[config.mk]
export PLATFORM = sky130hd
export DESIGN_NAME = count_sequencer
export DESIGN_NICKNAME = d
export VERILOG_FILES = /design/src/rtl/count_sequencer.sv
export SDC_FILE = /design/constraint.sdc
export NUM_CORES = 1
export LEC_CHECK = 0
export ABC_AREA = 0
export BUFFER_PORTS_ARGS = -buffer_cell sky130_fd_sc_hd__buf_2
export CAP_MARGIN = 10
export CORE_ASPECT_RATIO = 0.6
export CORE_MARGIN = 4
export CORE_UTILIZATION = 53
export CTS_CLUSTER_SIZE = 28
export DETAILED_ROUTE_END_ITERATION = 10
export HOLD_SLACK_MARGIN = 0.12
export PLACE_DENSITY = 0.76
export SLEW_MARGIN = 25
export SYNTH_ARGS = -nofsm -noshare
export SYNTH_HDL_FRONTEND = slang
export SYNTH_SLANG_ARGS = --single-unit
[constraint.sdc]
create_clock -name clk -period 4.5 [get_ports clk]
set_clock_uncertainty 0.05 [all_clocks]
set_input_delay 0 -clock clk [delete_from_list [all_inputs] [get_ports clk]]
set_output_delay 0 -clock clk [all_outputs]
set_load 0.01 [all_outputs]
[src/rtl/count_sequencer.sv]
// count_sequencer
//   Sequencer for the stepped display counter. Owns the 8-bit count and
//   advances it by a configurable step on an internal tick enable derived
//   from a prescaler (no generated clock). Handles start/pause/single-step/
//   clear commands and step/limit configuration while idle.
//
//   Optional feature: define COUNT_SEQ_DOWN_EN to add the 'dir' input
//   (1 = count down). Without it the block counts up only.
//
// Ports
//   clk        system clock, rising edge
//   reset_n    asynchronous active-low reset
//   start      1-cycle pulse: run
//   pause      1-cycle pulse: pause
//   step_req   1-cycle pulse: single advance while paused
//   clear      1-cycle pulse: back to IDLE with count=0
//   wrap_mode  1 = wrap to 0 after limit, 0 = stop at limit (DONE)
//   cfg_load   1-cycle pulse: load cfg_step/cfg_limit (IDLE only)
//   cfg_step   step value
//   cfg_limit  terminal count value
//   dir        (COUNT_SEQ_DOWN_EN only) 1 = count down
//   cfg_ack    1-cycle pulse: configuration accepted
//   count      current count to the display decoder
//   count_upd  1-cycle pulse in the cycle count takes a new value
//   wrap       1-cycle pulse when count wraps at the terminal value
//   busy       1 while in RUN
//   state      IDLE=0 RUN=1 PAUSE=2 DONE=3
//
// State table
//   IDLE  | stopped, count=0, configuration accepted
//   RUN   | prescaler running, advances on every tick
//   PAUSE | prescaler frozen, step_req gives single advances
//   DONE  | stop-mode counter hit its terminal value, count held

module count_sequencer #(
    parameter int unsigned TICK_DIV  = 25_000_000,
    parameter logic [7:0]  DEF_STEP  = 8'd10,
    parameter logic [7:0]  DEF_LIMIT = 8'd150
) (
    input  logic       clk,
    input  logic       reset_n,
    input  logic       start,
    input  logic       pause,
    input  logic       step_req,
    input  logic       clear,
    input  logic       wrap_mode,
    input  logic       cfg_load,
    input  logic [7:0] cfg_step,
    input  logic [7:0] cfg_limit,
`ifdef COUNT_SEQ_DOWN_EN
    input  logic       dir,
`endif
    output logic       cfg_ack,
    output logic [7:0] count,
    output logic       count_upd,
    output logic       wrap,
    output logic       busy,
    output logic [1:0] state
);

    localparam int unsigned   PW       = $clog2(TICK_DIV);
    localparam logic [PW-1:0] PRE_LAST = PW'(TICK_DIV - 1);

    typedef enum logic [1:0] {
        ST_IDLE  = 2'd0,
        ST_RUN   = 2'd1,
        ST_PAUSE = 2'd2,
        ST_DONE  = 2'd3
    } state_t;

    state_t        st;
    logic [7:0]    step_q;
    logic [7:0]    limit_q;
    logic [PW-1:0] prescaler;

    logic          tick;
    logic          do_adv;
    logic [7:0]    step_eff;
    logic [8:0]    sum;
    logic [7:0]    adv_count;
    logic          adv_wrap;
    logic          adv_done;
    logic [7:0]    restart_count;

    assign state = st;
    assign tick  = (st == ST_RUN) && (prescaler == PRE_LAST);

    // Next count for one advance step; the sum is 9 bits wide so an overflow
    // past 255 still compares correctly against the limit.
    always_comb begin
        step_eff      = (step_q == 8'd0) ? 8'd1 : step_q;
        sum           = {1'b0, count} + {1'b0, step_eff};
        adv_count     = count;
        adv_wrap      = 1'b0;
        adv_done      = 1'b0;
        restart_count = 8'd0;
        // pause outranks start, start outranks step_req; clear outranks all
        do_adv = !clear && !pause &&
                 ((st == ST_RUN && tick) ||
                  (st == ST_PAUSE && !start && step_req));
`ifdef COUNT_SEQ_DOWN_EN
        if (dir) begin
            restart_count = limit_q;
            if (count == 8'd0) begin
                if (wrap_mode) begin
                    adv_count = limit_q;
                    adv_wrap  = 1'b1;
                end else begin
                    adv_done  = 1'b1;
                end
            end else if (count < step_eff) begin
                adv_count = 8'd0;
            end else begin
                adv_count = count - step_eff;
            end
        end else
`endif
        begin
            if (count == limit_q) begin
                if (wrap_mode) begin
                    adv_count = 8'd0;
                    adv_wrap  = 1'b1;
                end else begin
                    adv_done  = 1'b1;
                end
            end else if (sum > {1'b0, limit_q}) begin
                adv_count = limit_q;
            end else begin
                adv_count = sum[7:0];
            end
        end
    end

    always_ff @(posedge clk or negedge reset_n) begin
        if (!reset_n) begin
            st        <= ST_IDLE;
            count     <= 8'd0;
            step_q    <= DEF_STEP;
            limit_q   <= DEF_LIMIT;
            prescaler <= '0;
            cfg_ack   <= 1'b0;
            count_upd <= 1'b0;
            wrap      <= 1'b0;
            busy      <= 1'b0;
        end else begin
            cfg_ack   <= 1'b0;
            count_upd <= 1'b0;
            wrap      <= 1'b0;

            if (st == ST_IDLE && cfg_load) begin
                step_q  <= cfg_step;
                limit_q <= cfg_limit;
                cfg_ack <= 1'b1;
            end

            if (clear) begin
                st        <= ST_IDLE;
                busy      <= 1'b0;
                prescaler <= '0;
                count     <= 8'd0;
                count_upd <= (count != 8'd0);
            end else begin
                case (st)
                    ST_IDLE, ST_PAUSE: begin
                        if (!pause && start) begin
                            st        <= ST_RUN;
                            busy      <= 1'b1;
                            prescaler <= '0;
                        end
                    end
                    ST_RUN: begin
                        if (pause) begin
                            st   <= ST_PAUSE;
                            busy <= 1'b0;
                        end else if (tick) begin
                            prescaler <= '0;
                        end else begin
                            prescaler <= prescaler + 1'b1;
                        end
                    end
                    ST_DONE: begin
                        if (!pause && start) begin
                            st        <= ST_RUN;
                            busy      <= 1'b1;
                            prescaler <= '0;
                            count     <= restart_count;
                            count_upd <= (restart_count != count);
                        end
                    end
                    default: st <= ST_IDLE;
                endcase

                if (do_adv) begin
                    count     <= adv_count;
                    count_upd <= (adv_count != count);
                    wrap      <= adv_wrap;
                    if (adv_done) begin
                        st   <= ST_DONE;
                        busy <= 1'b0;
                    end
                end
            end
        end
    end

endmodule
; ---- Word-level counts from Yosys, hierarchy flattened
; Cells that the tools add are included.
[classes]
magnitude_cmp = 1
n_addsub = 2
reduce_logical = 20
eq_ne = 8
muxes = 36
[op_table]
columns = cell, count
row1 = $mux W25, 4
row2 = $mux W8, 8
row3 = $pmux W25 S2, 1
row4 = $add A25 B1 Y25 const B, 1
row5 = $eq A25 B25 Y1 const B, 1
row6 = $mux W1, 16
row7 = $mux W2, 5
row8 = $add A8 B8 Y9, 1
row9 = $gt A9 B8 Y1, 1
row10 = $eq A8 B8 Y1, 1
row11 = $logic_and A1 B1 Y1, 8
row12 = $logic_not A8 Y1, 1
row13 = $ne A8 B8 Y1, 1
row14 = $reduce_bool A8 Y1, 1
row15 = $reduce_bool A3 Y1, 2
row16 = $eq A2 B2 Y1 const B, 2
row17 = $pmux W2 S2, 1
row18 = $reduce_and A2 Y1, 2
row19 = $logic_not A1 Y1, 3
row20 = $ne A3 B1 Y1 const B, 1
row21 = $ne A3 B3 Y1 const B, 1
row22 = $reduce_or A3 Y1, 1
row23 = $eq A2 B1 Y1 const B, 1
row24 = $logic_not A2 Y1, 1
row25 = other kinds (2), 2
[word_totals]
regBits = 55
input_bits = 24
word_cells = 76

; ---- Logic depth before layout (Yosys ltp)
[logic_depth]
ltp_word = 9
mapped_depth = 18

; ---- Least setup slack after synthesis
; No wires, ideal clock.
[synth_timing]
path_kind = flip-flop to flip-flop
from = reg step_q[1]
to = reg count_upd
slack_ns = 0.205
setup_time_ns = 0.143
path_stages_with_launch = 18
arrival_ns = 4.102
path_cell_list = dfstp_2 nor3_1 a21o_1 ha_1 fa_1 a211oi_1 o21ai_0 a211oi_1 nor2_1 ha_1 nand2_1 or3_4 a21oi_4 o21ai_4 mux2_4 a22o_1 a2111oi_2 a31oi_1
[synth_between]
elab_chain_len = 9
[synth_lines]
columns = item, line_no
row1 = "start, declared", 72  ; logic [7:0] step_q;
row2 = "start signal, assigned", 151  ; step_q <= cfg_step;
row3 = $logic_not A8 Y1, 91  ; step_eff = (step_q == 8'd0) ? 8'd1 : step_q;
row4 = $mux W8 (*), 91
row5 = $add A8 B8 Y9 (*), 92  ; sum = {1'b0, count} + {1'b0, step_eff};
row6 = $gt A9 B8 Y1, 126  ; end else if (sum > {1'b0, limit_q}) begin
row7 = $mux W8 (*), 126
row8 = $mux W8 (*), 119  ; if (count == limit_q) begin
row9 = $ne A8 B8 Y1 (*), 195  ; count_upd <= (adv_count != count);
row10 = $mux W1 (*), 193  ; if (do_adv) begin
row11 = $mux W1 (*), 156  ; if (clear) begin
row12 = "end signal, assigned", 161  ; count_upd <= (count != 8'd0);
row13 = "end signal, assigned", 187  ; count_upd <= (restart_count != count);
row14 = "end signal, assigned", 195
row15 = "end, declared", 55  ; output logic count_upd,
; Mark *: on every way between the ends. The rest lies on a longest branch, timed or not.
; A chain may end at the register's enable or synchronous reset.

; ---- Final worst setup path
; Ends and elaborated chain as after synthesis.

==> impl_metrics.env <==
export IMPL_status="finished, final reports clean"
export IMPL_max_slew_margin_rel_pct=52.5
export IMPL_yosys_area_share_simple_pct=20.1
export IMPL_dieHeight_um=71.0
export IMPL_fmax_mhz=231
export IMPL_critical_path_required_ps=4640
export IMPL_io_buffers=37
export IMPL_irDropWorstVdd_mv=0.248
export IMPL_layoutNonFillerInstCount=551
export IMPL_worst_pin_slew_ps=712
export IMPL_cts_tree="yes"
export IMPL_n_antenna_cell=0
export IMPL_slew_viol_final=0
export IMPL_avgSynthCellArea_um2=8.85
export IMPL_hpwl_um=7110
export IMPL_worst_hold_slack_ps=138
export IMPL_fin_crit_sh_pct=96.1
export IMPL_clock_sinks=55
export IMPL_synth_nets=438
export IMPL_die_area_mm2=0.00802
export IMPL_synth_compound_area_share_pct=20.3
export IMPL_synth_xor_area_share_pct=4.25
export IMPL_synthTopCellsByArea="dfrtp_1 (35%), o21ai_0 (7.4%), ha_1 (6.1%)"
export IMPL_synthToLayoutAreaGrowth_pct=21.6
export IMPL_routed_via_density=6.16
export IMPL_nFillCells=473
export IMPL_wl_per_cell_um=18.1
export IMPL_grt_pass1_wl_um=16400
export IMPL_dr_pass1_iters=5
export IMPL_post_route_drc_count=0
export IMPL_start_util_pct=56.1
export IMPL_multi_input_area_mm2=0.00207
export IMPL_drive_gt1_share_pct=21.4
export IMPL_yosysWarnings=0
export IMPL_gp_congestion=0.985
export IMPL_cts_buffer_depth=2
export IMPL_dp_cells=514
export IMPL_fin_util_pct=68.2
export IMPL_layout_nets=508
export IMPL_synth_top_cell_area_share_pct=35.0
export IMPL_seqCellArea_mm2=0.00138
export IMPL_routed_wl_um=9970
export IMPL_synthMuxAreaShare_pct=5.96
export IMPL_fin_tns_setup_ps=0
export IMPL_die_w_um=113
export IMPL_overflow=0
export IMPL_grt_max_degree=56
export IMPL_antenna_found_initial=0
export IMPL_grt_pass1_vias=3181
export IMPL_cap_violations=0
export IMPL_core_mm2=0.00625
export IMPL_finalSetupViolCount=0
export IMPL_grt_total_usage_pct=25.4
export IMPL_io_pins=38
export IMPL_endpoint_kind="flop"
export IMPL_first_iter_violations=345
export IMPL_hold_viol=0
export IMPL_clkLatencyLatePin_ps=320
export IMPL_antenna_left=0
export IMPL_p_leak_nw=1.97
export IMPL_syn_area_mm2=0.00350
export IMPL_critPathMaxFanout=13
export IMPL_synth_cell_types=52
export IMPL_start_kind="flop"
export IMPL_r2r_setup_slack_ps=180
export IMPL_hp_class="input pin to flop"
export IMPL_ys_seq_area_share_pct=39.5
export IMPL_netlist_top_cell_by_area="dfrtp_1"
export IMPL_htree_levels=2
export IMPL_clockRootBuffer="clkbuf_8"
export IMPL_cts_buffers=5
export IMPL_crit_arrival_ps=4470
export IMPL_synth_top_family_by_area="compound AO/OA/AOI/OAI gates"
export IMPL_synth_adder_area_share_pct=6.64
export IMPL_cts_clk_slew_worst_paths_ps=100
export IMPL_rows=22
export IMPL_postSynthCellCount=396
export IMPL_powerDensity_mw_per_mm2=291
export IMPL_via_count=3392
export IMPL_synth_seq_cells=55
export IMPL_fin_crit_ps=4320
export IMPL_worstSetupPathType="flop to flop"
## report_power, final
group	leakage (nW)	switching [mW]	total, mW	internal (mW)
clock network	0.0422	0.169	0.279	0.110
registers	0.723	0.0276	0.551	0.524
logic	1.21	0.218	0.409	0.191
total	1.97	0.414	1.24	0.825
## metal layers
layer	share of wire, %	global-route usage, %	up-vias
met4	1.2	4.27	0
met1	46	38.9	1597
met5	0	0	-
met3	13	9.40	17
met2	39	34.4	207
li1	-	-	1571
## cells by family after synthesis
family | Yosys count
AO/OA/AOI/OAI | 117
XOR/XNOR | 17
adder cells (fa/ha/maj) | 18
buffers and inverters | 29
flip-flops | 55
multiplexers | 19
AND/OR/NAND/NOR | 141
## through the flow
step | power (mW) | setup WS, ps | cell area, um^2
after floorplan | 0.795 | 205 | 3500
after global placement | 0.893 | 98.1 | 3840
after detailed placement | 0.900 | -47.0 | 3840
after CTS | 1.19 | 12.0 | 4170
after global routing | 1.31 | -55.9 | 4260
final | 1.24 | 176 | 4260
## worst paths after layout
kind                          startpoint       endpoint  cells after the start
max                            step_q[1]      count_upd                     18
min                             cfg_load     limit_q[7]                      4
max reg2reg                    step_q[1]      count_upd                     18
min reg2reg                prescaler[24]  prescaler[24]                      1
max in group asynchronous        reset_n      step_q[5]                      3
min in group asynchronous        reset_n      step_q[7]                      3
## cells in the mapped netlist (all sizes together)
| cell type | number |
|---|---|
| a2111oi | 2 |
| a211oi | 4 |
| a21o | 4 |
| a21oi | 13 |
| a22o | 2 |
| a22oi | 1 |
| a31o | 1 |
| a31oi | 7 |
| a32o | 2 |
| and2 | 1 |
| and3 | 12 |
| and3b | 1 |
| and4 | 1 |
| buf | 4 |
| clkbuf | 14 |
| dfrtp | 49 |
| dfstp | 6 |
| fa | 1 |
| ha | 17 |
| inv | 11 |
| mux2 | 12 |
| mux2i | 7 |
| nand2 | 49 |
| nand2b | 5 |
| nand3 | 11 |
| nand4 | 7 |
| nor2 | 24 |
| nor2b | 5 |
| nor3 | 6 |
| nor3b | 2 |
| nor4 | 8 |
| nor4bb | 2 |
| o2111ai | 2 |
| o211ai | 3 |
| o21a | 2 |
| o21ai | 68 |
| o21bai | 2 |
| o31a | 1 |
| o31ai | 3 |
| or2 | 3 |
| or3 | 3 |
| or4 | 1 |
| xnor2 | 6 |
| xor2 | 11 |
## cell usage in the layout (no fill, tap or decap), drive strengths merged, types with 8 or more instances in the layout
cell type / n
o21ai: 68
buf: 57
nand2: 49
dfrtp: 49
dlygate4sd3: 24
nor2: 24
ha: 17
a21oi: 13
and3: 12
mux2: 12
xor2: 11
inv: 11
nand3: 11
nor4: 8
## worst max-delay path: stages (launching register included)
cell and delay, ps:
dfstp_2 560, nor3_1 50, a21o_1 180, ha_2 190, fa_2 390, a211oi_2 280, nor2_2 100, nor2_2 280
ha_1 230, nand4_1 170, o211ai_1 200, a31oi_1 60, buf_4 160, o21ai_4 250, buf_6 200, mux2i_1 240
o2111ai_2 170, a2111oi_4 310, a31oi_1 130
## layout make-up
type	instances	area share [%]
multi-input combinational	312	48.6
tap	84	2.47
sequential	55	32.5
timing repair buffer	81	13.6
inverter	11	0.969
clock inverter	1	0.117
clock buffer	7	1.79
## sequential cells by signal, indices dropped and copies added, names as in the netlist
register	count
state	2
prescaler	25
busy	1
step_q	8
count_upd	1
cfg_ack	1
limit_q	8
count	8
wrap	1
## what timing repair did
item                                    in CTS  in global routing
endpoints found under the setup margin       1                  1
gates resized for setup                      2                 14
hold buffers                                24                  0
endpoints found under the hold margin       69                  0
pin swaps                                    1                 10
cloned                                       0                  0
setup buffers                                0                  5
Power figures use the tool's default switching activity.
